===== src/rtl/stream_demux_pkg.sv =====
`default_nettype none
// ============================================================================
//  Module      : stream_demux_pkg
//  Description : Shared types for the two-lane stream demultiplexer.
//                Names the lane-select encoding so the top level can
//                compare against symbolic lane identifiers instead of
//                bare 0/1 literals.
//  Ports       : none (package)
//  Revision    : 1.0 - initial release
// ============================================================================
package stream_demux_pkg;

   // Destination-lane encoding carried on in_sel.
   typedef enum logic {
      LANE_0 = 1'b0,
      LANE_1 = 1'b1
   } lane_sel_e;

   localparam int c_NUM_LANES = 2;

endpackage : stream_demux_pkg
`default_nettype wire


===== src/rtl/stream_demux_lane.sv =====
`default_nettype none
// ============================================================================
//  Module      : stream_demux_lane
//  Description : One output lane of the stream demultiplexer: a single
//                N-bit holding register with a valid flag, drain detection
//                and a saturating delivered-word counter.
//  Ports       : clk           - clock, rising edge
//                rst           - synchronous active-high reset
//                i_wr_en       - load i_wr_data into the lane this cycle
//                i_wr_data     - word to load
//                i_ready       - downstream accept for this lane
//                o_valid       - lane register holds a word
//                o_data        - lane register contents
//                o_cnt         - delivered-word count (saturating)
//                o_can_accept  - lane is empty or is being drained now
//  Revision    : 1.0 - initial release
// ============================================================================
module stream_demux_lane #(
   parameter int N  = 8,
   parameter int CW = 16
) (
   input  logic          clk,
   input  logic          rst,
   input  logic          i_wr_en,
   input  logic [N-1:0]  i_wr_data,
   input  logic          i_ready,
   output logic          o_valid,
   output logic [N-1:0]  o_data,
   output logic [CW-1:0] o_cnt,
   output logic          o_can_accept
);

   logic          r_valid;
   logic [N-1:0]  r_data;
   logic [CW-1:0] r_cnt;

   logic          w_drain;
   logic          w_cnt_max;

   assign w_drain   = r_valid & i_ready;
   assign w_cnt_max = (r_cnt == {CW{1'b1}});

   // A lane being drained this cycle frees its register in time for a
   // same-cycle reload, giving one word per cycle throughput.
   assign o_can_accept = ~r_valid | w_drain;

   always_ff @(posedge clk) begin
      if (rst) begin
         r_valid <= 1'b0;
         r_data  <= '0;
         r_cnt   <= '0;
      end else begin
         // A load wins over a drain so the valid flag stays set on reload;
         // on a plain drain only the flag clears and the data is held.
         if (i_wr_en) begin
            r_valid <= 1'b1;
            r_data  <= i_wr_data;
         end else if (w_drain) begin
            r_valid <= 1'b0;
         end

         if (w_drain && !w_cnt_max) begin
            r_cnt <= r_cnt + CW'(1);
         end
      end
   end

   assign o_valid = r_valid;
   assign o_data  = r_data;
   assign o_cnt   = r_cnt;

endmodule : stream_demux_lane
`default_nettype wire


===== src/rtl/stream_demux.sv =====
`default_nettype none
// ============================================================================
//  Module      : stream_demux
//  Description : 1-to-2 valid/ready stream demultiplexer. Each accepted
//                upstream word is steered to the lane chosen by in_sel and
//                appears on that lane one cycle later. Each lane has its
//                own single-word register and delivered-word counter, so a
//                stalled lane never blocks the other.
//  Ports       : clk, rst                 - clock, sync active-high reset
//                in_valid/in_data/in_sel  - upstream word and destination
//                in_ready                 - upstream accept
//                out0_valid/out0_data     - lane 0 output
//                out0_ready               - lane 0 downstream accept
//                out1_valid/out1_data     - lane 1 output
//                out1_ready               - lane 1 downstream accept
//                cnt0, cnt1               - per-lane delivered-word counts
//  Revision    : 1.0 - initial release
// ============================================================================
module stream_demux
   import stream_demux_pkg::*;
#(
   parameter int N  = 8,
   parameter int CW = 16
) (
   input  logic          clk,
   input  logic          rst,
   input  logic          in_valid,
   input  logic [N-1:0]  in_data,
   input  logic          in_sel,
   output logic          in_ready,
   output logic          out0_valid,
   output logic [N-1:0]  out0_data,
   input  logic          out0_ready,
   output logic          out1_valid,
   output logic [N-1:0]  out1_data,
   input  logic          out1_ready,
   output logic [CW-1:0] cnt0,
   output logic [CW-1:0] cnt1
);

   lane_sel_e    w_sel;
   logic [N-1:0] w_lane1_cand;
   logic [N-1:0] w_lane0_cand;
   logic         w_accept0;
   logic         w_accept1;
   logic         w_xfer;
   logic         w_wr0;
   logic         w_wr1;

   assign w_sel = lane_sel_e'(in_sel);

   // Lane data is formed with a mask rather than a mux: lane 1 sees the
   // word only when in_sel=1, and lane 0 sees the remainder via XOR. Only
   // the selected lane's write enable fires, so the zeroed candidate on
   // the other lane is never stored.
   assign w_lane1_cand = in_data & {N{in_sel}};
   assign w_lane0_cand = in_data ^ w_lane1_cand;

   assign in_ready = (w_sel == LANE_1) ? w_accept1 : w_accept0;
   assign w_xfer   = in_valid & in_ready;
   assign w_wr0    = w_xfer & (w_sel == LANE_0);
   assign w_wr1    = w_xfer & (w_sel == LANE_1);

   stream_demux_lane #(
      .N  (N),
      .CW (CW)
   ) u_lane0 (
      .clk          (clk),
      .rst          (rst),
      .i_wr_en      (w_wr0),
      .i_wr_data    (w_lane0_cand),
      .i_ready      (out0_ready),
      .o_valid      (out0_valid),
      .o_data       (out0_data),
      .o_cnt        (cnt0),
      .o_can_accept (w_accept0)
   );

   stream_demux_lane #(
      .N  (N),
      .CW (CW)
   ) u_lane1 (
      .clk          (clk),
      .rst          (rst),
      .i_wr_en      (w_wr1),
      .i_wr_data    (w_lane1_cand),
      .i_ready      (out1_ready),
      .o_valid      (out1_valid),
      .o_data       (out1_data),
      .o_cnt        (cnt1),
      .o_can_accept (w_accept1)
   );

endmodule : stream_demux
`default_nettype wire


===== config.mk =====
export PLATFORM = sky130hd
export DESIGN_NAME = stream_demux
export DESIGN_NICKNAME = d
export VERILOG_FILES = /design/src/rtl/stream_demux_pkg.sv /design/src/rtl/stream_demux_lane.sv /design/src/rtl/stream_demux.sv
export SDC_FILE = /design/constraint.sdc
export NUM_CORES = 1
export LEC_CHECK = 0
export CELL_PAD_IN_SITES_DETAIL_PLACEMENT = 0
export CELL_PAD_IN_SITES_GLOBAL_PLACEMENT = 1
export CORE_ASPECT_RATIO = 0.6
export CORE_MARGIN = 2
export CORE_UTILIZATION = 38
export CTS_CLUSTER_DIAMETER = 50
export DETAILED_ROUTE_END_ITERATION = 16
export PLACE_DENSITY = 0.86
export SLEW_MARGIN = 40
export SYNTH_ARGS = -nofsm -noshare
export SYNTH_HDL_FRONTEND = slang
export SYNTH_SLANG_ARGS = --single-unit

===== constraint.sdc =====
create_clock -name clk -period 3.1 [get_ports clk]
set_input_delay 0.31 -clock clk [delete_from_list [all_inputs] [get_ports clk]]
set_output_delay 0.31 -clock clk [all_outputs]
set_load 0.02 [all_outputs]

==> reports/metrics.cfg <==
[grt]
grt_max_degree=56
antenna_found_initial=0
wire_length_of_the_first_global_routing_pass_um=9370
gr-total-overflow=0
overall_fraction_of_global_route_tracks_in_use_pct=17.0
first_global_vias=1883

[cts]
cts_buffers=5
cts_setup_buffers=0
cts.path.max_buffers=2
cts.sinks=50
clock_pin_slew_reported_for_the_worst_setup_and_hold_paths_after_clock_tree_synthesis_ns=0.10
clock_tree.root_cell=clkbuf_8
post_cts_hold_buffer_count=0
cts-htree-levels=2
clock_insertion_delay_worst_skew_ns=0.31
post_cts_resize_count=0
tritoncts_clock_tree=built

[layout]
nNetsFinal=338
sequential_cell_area_sq_um=1000
diodes=0
final_cells=403
layout.filler_cells=521
multiInputGateArea_sq_um=1240
synthToLayoutAreaGrowth_pct=35.9
drive_gt1_share_pct=8.98

[pwr]
power.net_switching_mw=0.302
total_power_mw=1.26
power.clock.fraction_pct=38.4
share_of_power_burned_in_registers_pct=52.8
power.density_nw_per_um2=401
combinationalPowerShare_pct=8.8
max-vdd-ir-drop_v=0.000230
p_leak_nw=1.03
cellInternalPower_mw=0.955
swShare_pct=24.1

[critical_path]
arrival_ns=1.83
critical_path.endpoint_type=output pin
cpPeakStageDelay_ns=0.56
critPathRequiredTime_ns=2.79
timing.critical_path.max_delay_family=buffers and inverters
critical_path.reg2reg.endpoint=u_lane0.o_cnt[0]
critical-path-top-cell-by-count=clkdlybuf4s50_1
startpoint_type=input port
worst-path-buf-inv=2
cp-startpoint=out0_ready
path_max_fanout=4
setup.reg_to_reg.worst_slack_ns=1.15
worst-path-stages=4
critical-path-slowest-cell=clkdlybuf4s50_1
timing.reg2reg.worst_path_depth=5
reg2reg_from=u_lane0.o_cnt[0]
timing_worst_setup_path_type=input port to output pin
cp_cell_sequence=clkdlybuf4s50_1 > nand2b_1 > mux2_2 > clkdlybuf4s50_1

[synth]
ys_seq_area_share_pct=43.4
netlist.area_leader.share_pct=43.4
synth_largest_area_cell=dfxtp_1
top_ff_cell_synth=dfxtp_1
ys_ff_latch=50
postSynth.asyncResetShare_pct=0
ys_top_cells_by_area=dfxtp_1 43%, mux2i_1 7.4%, nor2_1 4.6%, a21oi_1 4.3%, mux2_2 3.4%
synthMostInstantiatedCell=dfxtp_1
synth-warning-count=0
synth.avg_cell_area_sq_um=8.90
synth_cell_type_count=44
netlist_top_cells_count=50 x dfxtp_1, 28 x nor2_1, 20 x a21oi_1
post_synth_instance_area_sq_um=2300
postSynthCellCount=259
synth_fp_nets=275
synth_enable_flop_cells=0

[floorplan]
core_region_area_sq_um=5700
rows=21
pin_count=65
floorplan.die.height_um=64.3
design.die.area_sq_um=6720
initial_utilization_pct=40.4
die_w_um=105

[sta]
relSlewSlack_pct=61.9
grt_setup_unrepaired=false
fin_crit_sh_pct=69.1
clock_skew_ns=0.00825
finalHoldWorstSlack_ns=0.474
clock.fmax_mhz=467
max_slew.worst_pin.slew_ns=0.571
finalSetupViolations=0
final.setup.tns_ns=0
final-max-slew-violation-count=0
timing.final.crit_period_ns=2.14
report.final.hold_viol_count=0

[route]
route.final.wire_length_um=5630
vias_per_cell=5.27
postRouteAntennaNets=0
dr_total_vias=2122
post-route-drc-count=0
count_of_routing_violations_after_the_opening_detailed_route_iteration=105
wl_per_cell_um=14.0
drt-pass1-iter-count=4

[placement]
detailed_place_hpwl_um=4000
portBuffers=64
place.detailed.instances=395
routabilityCongestion=0.772

[min_path]
worst_hold_depth=2
hold_path.class=input port to flip-flop
whs_endpoint=u_lane1.o_data[3]
hp-start=rst

[job]
maximum_capacitance_violations=0

[outcome]
outcome=completed

==> sequential cells by signal, summed over array words and instances (netlist names) <==
| register | cells |
|---|---|
| u_lane0.o_cnt | 16 |
| u_lane0.o_data | 8 |
| u_lane0.o_valid | 1 |
| u_lane1.o_cnt | 16 |
| u_lane1.o_data | 8 |
| u_lane1.o_valid | 1 |
==> through the flow <==
step / utilization [%] / setup WS (ns) / cell area, sq um
CTS: 54.9 / 0.958 / 3130
floorplan: - / 1.36 / 2300
finish: 54.9 / 0.959 / 3130
global placement: 52.8 / 0.968 / 3010
detailed placement: 52.9 / 0.963 / 3020
global route: 54.9 / 0.895 / 3130
==> metal layers <==
layer  GRT usage, %  up-vias  routed length (um)
met2           22.6       59                2080
met5              0        -                   0
li1               -     1089                   -
met3           6.84        5                 517
met1           25.2      969                3010
met4           3.21        0                  25
==> cells by family after synthesis <==
logic type / after synthesis / share of synthesized area [%]
AO/OA/AOI/OAI: 49 / 13.5
flip-flops: 50 / 43.4
adder cells (fa/ha/maj): 2 / 1.09
XOR/XNOR: 1 / 0.380
multiplexers: 24 / 10.8
buffers and inverters: 16 / 2.82
AND/OR/NAND/NOR: 117 / 28.0
==> final cells by class <==
type | instances | share of cell area [%]
Tap cell | 80 | 3.19
Clock buffer | 5 | 2.20
Clock inverter | 3 | 1.56
Inverter | 6 | 0.719
Timing Repair Buffer | 66 | 20.8
Sequential cell | 50 | 31.9
Multi-Input combinational cell | 193 | 39.5
==> placed cells by master (no fill, tap or decap), drive strengths merged, types with 7 or more instances in the layout <==
| cell | n |
|---|---|
| o21ai | 7 |
| or4 | 7 |
| nor2 | 28 |
| nand4 | 11 |
| nand3 | 10 |
| clkdlybuf4s50 | 63 |
| mux2 | 7 |
| inv | 7 |
| nand2 | 19 |
| nor2b | 7 |
| nor3 | 7 |
| dfxtp | 50 |
| nor4 | 7 |
| a21oi | 20 |
| mux2i | 17 |
==> how the worst max path moves through the flow <==
stage	endpoint	slack, ns
finish	in_ready	0.96
CTS	in_ready	0.96
global placement	in_ready	0.97
global route	in_ready	0.89
detailed placement	in_ready	0.96
floorplan	u_lane0.o_cnt[13]	1.36
==> power by group through the flow <==
stage | sequential [mW] | combinational [mW] | clock (mW)
floorplan | 0.694 | 0.0414 | 0
global placement | 0.679 | 0.110 | 0
detailed placement | 0.679 | 0.111 | 0
CTS | 0.664 | 0.112 | 0.502
global route | 0.667 | 0.120 | 0.529
finish | 0.664 | 0.111 | 0.482
Note: power is estimated with default switching activity, not from simulation.
